<file path="src/rtl/avl_reg_pkg.sv">
`default_nettype none
// ============================================================================
// Module      : avl_reg_pkg
// Description : Shared types and bit positions for the Avalon register bank
//               and its start/busy/done control FSM.
// Revision    : 1.0 - initial release
// ============================================================================
package avl_reg_pkg;

  typedef enum logic [1:0] {
    IDLE  = 2'd0,
    START = 2'd1,
    BUSY  = 2'd2,
    DONE  = 2'd3
  } ctrl_state_t;

  // Control register (START_IDX) bits
  localparam int START_BIT = 0;
  localparam int IRQEN_BIT = 2;

  // Status register (STATUS_IDX) bits
  localparam int DONE_BIT  = 0;
  localparam int BUSY_BIT  = 1;

endpackage
`default_nettype wire

</file>
<file path="src/rtl/avl_reg_ctrl_fsm.sv">
`default_nettype none
// ============================================================================
// Module      : avl_reg_ctrl_fsm
// Description : Start/busy/done handshake to the attached core. Optional IRQ
//               output is built when AVL_REG_IRQ_EN is defined.
// Revision    : 1.0 - initial release
// ============================================================================
module avl_reg_ctrl_fsm
  import avl_reg_pkg::*;
(
  input  logic clk,
  input  logic rst,
  input  logic start_wr,    // bus write to the control reg with byte0 enabled
  input  logic start_wbit,  // start bit value carried by that write
  input  logic start_cur,   // start bit currently stored
  input  logic w1c_done,    // bus write-1-to-clear on the done bit
  input  logic core_done,
`ifdef AVL_REG_IRQ_EN
  input  logic irq_en,
  output logic irq,
`endif
  output logic core_start,
  output logic busy,
  output logic done
);

  ctrl_state_t state_q, state_d;

  always_comb begin
    state_d = state_q;
    unique case (state_q)
      // Only a 0->1 transition of the stored start bit launches the core
      IDLE:    if (start_wr && start_wbit && !start_cur) state_d = START;
      START:   state_d = BUSY;
      BUSY:    if (core_done) state_d = DONE;
      DONE:    if (w1c_done) state_d = IDLE;
      default: state_d = IDLE;
    endcase
  end

  always_ff @(posedge clk or posedge rst) begin
    if (rst) state_q <= IDLE;
    else     state_q <= state_d;
  end

  assign core_start = (state_q == START);
  assign busy       = (state_q == START) || (state_q == BUSY);
  assign done       = (state_q == DONE);

`ifdef AVL_REG_IRQ_EN
  logic irq_q, irq_d;

  always_comb irq_d = done && irq_en;

  always_ff @(posedge clk or posedge rst) begin
    if (rst) irq_q <= 1'b0;
    else     irq_q <= irq_d;
  end

  assign irq = irq_q;
`endif

endmodule
`default_nettype wire

</file>
<file path="src/rtl/avalon_reg_export.sv">
`default_nettype none
// ============================================================================
// Module      : avalon_reg_export
// Description : Avalon-MM slave register bank with core result write-back,
//               start/busy/done handshake and a registered export word.
//               Define AVL_REG_IRQ_EN to add the IRQ output.
// Revision    : 1.0 - initial release
// ============================================================================
module avalon_reg_export
  import avl_reg_pkg::*;
#(
  parameter int NUM_REGS   = 16,
  parameter int DATA_W     = 32,
  parameter int ADDR_W     = $clog2(NUM_REGS),
  parameter int START_IDX  = NUM_REGS - 2,
  parameter int STATUS_IDX = NUM_REGS - 1,
  parameter int EXPORT_IDX = 0
) (
  input  logic                       CLK,
  input  logic                       RESET,
  input  logic                       AVL_CS,
  input  logic                       AVL_READ,
  input  logic                       AVL_WRITE,
  input  logic [ADDR_W-1:0]          AVL_ADDR,
  input  logic [DATA_W/8-1:0]        AVL_BYTE_EN,
  input  logic [DATA_W-1:0]          AVL_WRITEDATA,
  output logic [DATA_W-1:0]          AVL_READDATA,
  output logic                       AVL_READDATAVALID,
  output logic                       CORE_START,
  input  logic                       CORE_DONE,
  input  logic                       CORE_WE,
  input  logic [ADDR_W-1:0]          CORE_IDX,
  input  logic [DATA_W-1:0]          CORE_WDATA,
  output logic [NUM_REGS*DATA_W-1:0] REGS_FLAT,
  output logic [DATA_W-1:0]          EXPORT_DATA
`ifdef AVL_REG_IRQ_EN
  ,
  output logic                       IRQ
`endif
);

  localparam int                NUM_BYTES     = DATA_W / 8;
  localparam logic [ADDR_W-1:0] c_start_addr  = ADDR_W'(START_IDX);
  localparam logic [ADDR_W-1:0] c_status_addr = ADDR_W'(STATUS_IDX);

  logic [DATA_W-1:0] reg_q    [NUM_REGS];
  logic [DATA_W-1:0] reg_d    [NUM_REGS];
  logic [DATA_W-1:0] reg_view [NUM_REGS];

  logic [DATA_W-1:0] rdata_q, rdata_d;
  logic              rvalid_q, rvalid_d;
  logic [DATA_W-1:0] export_q, export_d;

  logic              bus_wr, bus_rd, core_wr_ok, bus_wr_ok;
  logic              start_wr, w1c_done, busy, done;
  logic [DATA_W-1:0] merged, status_word;

  assign bus_wr     = AVL_CS && AVL_WRITE;
  assign bus_rd     = AVL_CS && AVL_READ;
  assign core_wr_ok = CORE_WE && (CORE_IDX != c_start_addr) && (CORE_IDX != c_status_addr);
  // A colliding core write wins; the status word is never loaded from the bus
  assign bus_wr_ok  = bus_wr && (AVL_ADDR != c_status_addr) &&
                      !(core_wr_ok && (CORE_IDX == AVL_ADDR));
  assign start_wr   = bus_wr && (AVL_ADDR == c_start_addr) && AVL_BYTE_EN[0];
  assign w1c_done   = bus_wr && (AVL_ADDR == c_status_addr) && AVL_BYTE_EN[0] &&
                      AVL_WRITEDATA[DONE_BIT];

  always_comb begin
    merged = reg_q[AVL_ADDR];
    for (int b = 0; b < NUM_BYTES; b++) begin
      if (AVL_BYTE_EN[b]) merged[b*8 +: 8] = AVL_WRITEDATA[b*8 +: 8];
    end
  end

  always_comb begin
    for (int i = 0; i < NUM_REGS; i++) reg_d[i] = reg_q[i];
    if (bus_wr_ok)  reg_d[AVL_ADDR] = merged;
    if (core_wr_ok) reg_d[CORE_IDX] = CORE_WDATA;
  end

  always_comb begin
    status_word           = '0;
    status_word[BUSY_BIT] = busy;
    status_word[DONE_BIT] = done;
  end

  // The status slot shows live handshake flags rather than stored data
  for (genvar i = 0; i < NUM_REGS; i++) begin : g_view
    assign reg_view[i]                   = (i == STATUS_IDX) ? status_word : reg_q[i];
    assign REGS_FLAT[i*DATA_W +: DATA_W] = reg_view[i];
  end

  // ADDR_W spans exactly NUM_REGS words, so every address is in range
  always_comb begin
    rvalid_d = bus_rd;
    rdata_d  = bus_rd ? reg_view[AVL_ADDR] : rdata_q;
    export_d = reg_q[EXPORT_IDX];
  end

  always_ff @(posedge CLK or posedge RESET) begin
    if (RESET) begin
      for (int i = 0; i < NUM_REGS; i++) reg_q[i] <= '0;
      rdata_q  <= '0;
      rvalid_q <= 1'b0;
      export_q <= '0;
    end else begin
      for (int i = 0; i < NUM_REGS; i++) reg_q[i] <= reg_d[i];
      rdata_q  <= rdata_d;
      rvalid_q <= rvalid_d;
      export_q <= export_d;
    end
  end

  avl_reg_ctrl_fsm u_ctrl (
    .clk        (CLK),
    .rst        (RESET),
    .start_wr   (start_wr),
    .start_wbit (AVL_WRITEDATA[START_BIT]),
    .start_cur  (reg_q[START_IDX][START_BIT]),
    .w1c_done   (w1c_done),
    .core_done  (CORE_DONE),
`ifdef AVL_REG_IRQ_EN
    .irq_en     (reg_q[START_IDX][IRQEN_BIT]),
    .irq        (IRQ),
`endif
    .core_start (CORE_START),
    .busy       (busy),
    .done       (done)
  );

  assign AVL_READDATA      = rdata_q;
  assign AVL_READDATAVALID = rvalid_q;
  assign EXPORT_DATA       = export_q;

endmodule
`default_nettype wire

</file>
<file path="config.mk">
export PLATFORM = sky130hd
export DESIGN_NAME = avalon_reg_export
export DESIGN_NICKNAME = d
export VERILOG_FILES = /design/src/rtl/avl_reg_pkg.sv /design/src/rtl/avl_reg_ctrl_fsm.sv /design/src/rtl/avalon_reg_export.sv
export SDC_FILE = /design/constraint.sdc
export NUM_CORES = 2
export LEC_CHECK = 0
export CORE_ASPECT_RATIO = 1.2
export CORE_MARGIN = 5
export CORE_UTILIZATION = 40
export DETAILED_ROUTE_END_ITERATION = 10
export HOLD_SLACK_MARGIN = 0.02
export SYNTH_ARGS = -nofsm -noshare
export SYNTH_HDL_FRONTEND = slang
export SYNTH_HIERARCHICAL = 1
export SYNTH_SLANG_ARGS = --single-unit
</file>
<file path="constraint.sdc">
create_clock -name CLK -period 25.8 [get_ports CLK]
set_input_delay 6.45 -clock CLK [delete_from_list [all_inputs] [get_ports CLK]]
set_output_delay 6.45 -clock CLK [all_outputs]
set_load 0.005 [all_outputs]
</file>
==> metrics.yaml <==
run_status:
  run_status: "finished, final reports clean"
clock_network:
  postCtsSetupBuffers: 0
  post_cts_resized: 0
  numClockSinks: 579
  cts_tree: "yes"
  cts_hold_buf: 0
  cts_made_buffers: 66
  cts-root-buf: "clkbuf_16"
  clockBufferDepth: 3
  h-tree-depth: 3
  clk_latency_ps: 610
  clk_pin_slew_ps: 60
final_layout:
  final_cell_mix: "clkdlybuf4s50_1 (626), dfrtp_1 (579), nand2_1 (576)"
  fin_cells: 4612
  drive_gt1_frac: 0.1036
  final_common_cell: "clkdlybuf4s50_1"
  areaGrowthSynthToFinish_pct: 15.16
  layout.nets: 3526
timing:
  period_needed_ps: 10270
  worstMarginPinSlew_ps: 1272
  fmax_mhz: 97.39
  setup_viol: 0
  slew_violations: 0
  setup_tns_ps: 0
  rsz0062_at_grt: "false"
  hold_violations: 0
  fin_skew_ps: 20.67
  fin_crit_sh: 0.3980
  slew_headroom: 0.1522
floorplanning:
  core.rowCount: 116
  io_pins: 661
  die_area_um2: 89970
  start_util: 0.4028
  fp.dieW_um: 274.6
  die_h_um: 327.6
  core_area_um2: 83460
global_routing:
  overflow: 0
  grt_pass1_vias: 27508
  grt_pass1_wl_um: 211200
  grt_usage: 0.3233
  antenna_found_initial: 8
  grt_max_degree: 152
drt:
  postRouteAntennaNets: 0
  drtPass1Iterations: 8
  vias: 28130
  via_per_inst: 6.099
  detail_route.iter0.violations: 3353
  route.detailed.drc: 0
  totalWireLength_um: 150900
  route.detailed.wl_per_inst_um: 32.72
flow_run:
  drv_cap: 0
logic_synthesis:
  synth_seq_cells: 579
  synth_area_um2: 33620
  ys_warn_count: 6
  seq_area_frac_synth: 0.4310
  synth_edf_count: 0
  synthArstFlopShare: 1.000
  synthCells: 3518
  avgSynthCellArea_um2: 9.556
  synth-main-ff-cell: "dfrtp_1"
  ys_types: 67
place:
  dpl.hpwl_um: 99000
  port_buffers: 630
  place.gp.congestion: 0.8553
  dp.cells: 4491
setup_path:
  cp_data_required_time_ps: 26330
  worst-setup-path-type: "primary input to flop"
  rr_startpoint: "REGS_FLAT[241]"
  rrSetupSlack_ps: 23290
  worst_ep_arrival_time_ps: 10790
  path_max_fanout: 36
  reg2reg_depth: 5
  start_kind: "primary input"
  end_kind: "flop"
  r2r_end: "REGS_FLAT[145]"
power:
  pwr-share-seq: 0.404
  clock_power_share: 0.279
  power.density_nw_per_um2: 86.66
  total_leakage_power_nw: 15.42
  swShare: 0.3316
  p_sw_mw: 1.112
  max-vdd-ir-drop_uv: 47.67
  internal_power_mw: 2.242
  p_comb_frac: 0.317
  power.total_mw: 3.355
min_path:
  min_to: "reg_q[24]"
  hold_depth: 0
  min_from: "reg_q[24]"
  min_path_type: "flop to flop"
==> state kept, by name, indices dropped and copies added (netlist names) <==
register,cells
EXPORT_DATA,32
AVL_READDATA,32
export_d,32
u_ctrl/state_q,2
REGS_FLAT,448
reg_q,32
AVL_READDATAVALID,1
==> layer usage <==
layer  vias to the layer above  global-route usage  share of wire
li1                      11810                   -              -
met2                      1769              0.5014           0.46
met1                     14177              0.4199           0.39
met5                         -                   0        0.00027
met3                       368             0.07400          0.097
met4                         6              0.1767          0.057
==> final cells by class <==
class / instances / area (µm²)
fill: 7784 / 44740
sequential: 579 / 14490
multi-input combinational: 2086 / 13910
timing repair buffer: 685 / 6733
clock buffer: 104 / 2018
tap: 1121 / 1403
inverter: 20 / 82.58
clock inverter: 9 / 57.56
antenna: 8 / 20.02
==> worst max-delay path by stage <==
| stage | startpoint | end |
|---|---|---|
| after floorplan | RESET | AVL_READDATAVALID |
| after global placement | CORE_IDX[0] | REGS_FLAT[353] |
| after detailed placement | CORE_IDX[0] | REGS_FLAT[353] |
| after CTS | CORE_IDX[0] | REGS_FLAT[353] |
| after global routing | CORE_IDX[0] | REGS_FLAT[353] |
| final | CORE_IDX[0] | REGS_FLAT[353] |
==> cells by family after synthesis <==
| kind of cell | after synthesis | share of synthesized area |
|---|---|---|
| buffers and inverters | 882 | 0.1647 |
| DFF | 579 | 0.4310 |
| AOI/OAI and AO/OA | 692 | 0.1638 |
| adders and majority gates | 5 | 0.001861 |
| muxes | 196 | 0.08340 |
| other | 1 | 0.0001115 |
| and+or+nand+nor | 1160 | 0.1541 |
| xor gates and xnor gates | 3 | 0.001005 |
==> worst max-delay path: stages <==
cell,delay [ps]
clkdlybuf4s50_1,800
xnor2_2,600
nand4_4,600
o211ai_4,1110
buf_4,600
mux2_2,400
a22oi_1,170
==> synth_stat cells (26+ instances only) <==
master,instances,area share
nand2_1,578,0.065
dfrtp_1,579,0.43
clkbuf_1,207,0.023
a22o_1,26,0.0068
mux4_2,66,0.044
o21ai_0,41,0.0061
a21oi_1,32,0.0048
o211ai_1,434,0.097
nor2_1,56,0.0063
nand3_1,440,0.066
o221ai_2,26,0.012
a21o_1,26,0.0058
buf_2,99,0.015
buf_4,534,0.12
mux2i_1,117,0.035
o21ai_1,26,0.0039
==> power by group through the flow <==
stage | logic, mW | registers, mW | clock network (mW)
6_report | 1.06 | 1.36 | 0.937
2_1_floorplan | 0.713 | 1.25 | 0
3_3_place_gp | 1.05 | 1.36 | 0
4_1_cts | 1.07 | 1.35 | 0.945
3_5_place_dp | 1.06 | 1.36 | 0
5_1_grt | 1.13 | 1.38 | 0.978
==> stage by stage <==
step / area, µm² / setup slack (ps) / hold WS [ps] / utilization
3_5_place_dp: 36620 / 14940 / 365.2 / 0.4388
4_1_cts: 38690 / 15580 / 379.7 / 0.4636
3_3_place_gp: 36620 / 14940 / 364.7 / 0.4388
5_1_grt: 38700 / 15390 / 383.2 / 0.4638
2_1_floorplan: 33730 / 3207 / 390.5 / -
6_report: 38710 / 15530 / 376.1 / 0.4639
No activity file was read; power rests on OpenSTA's default activity.
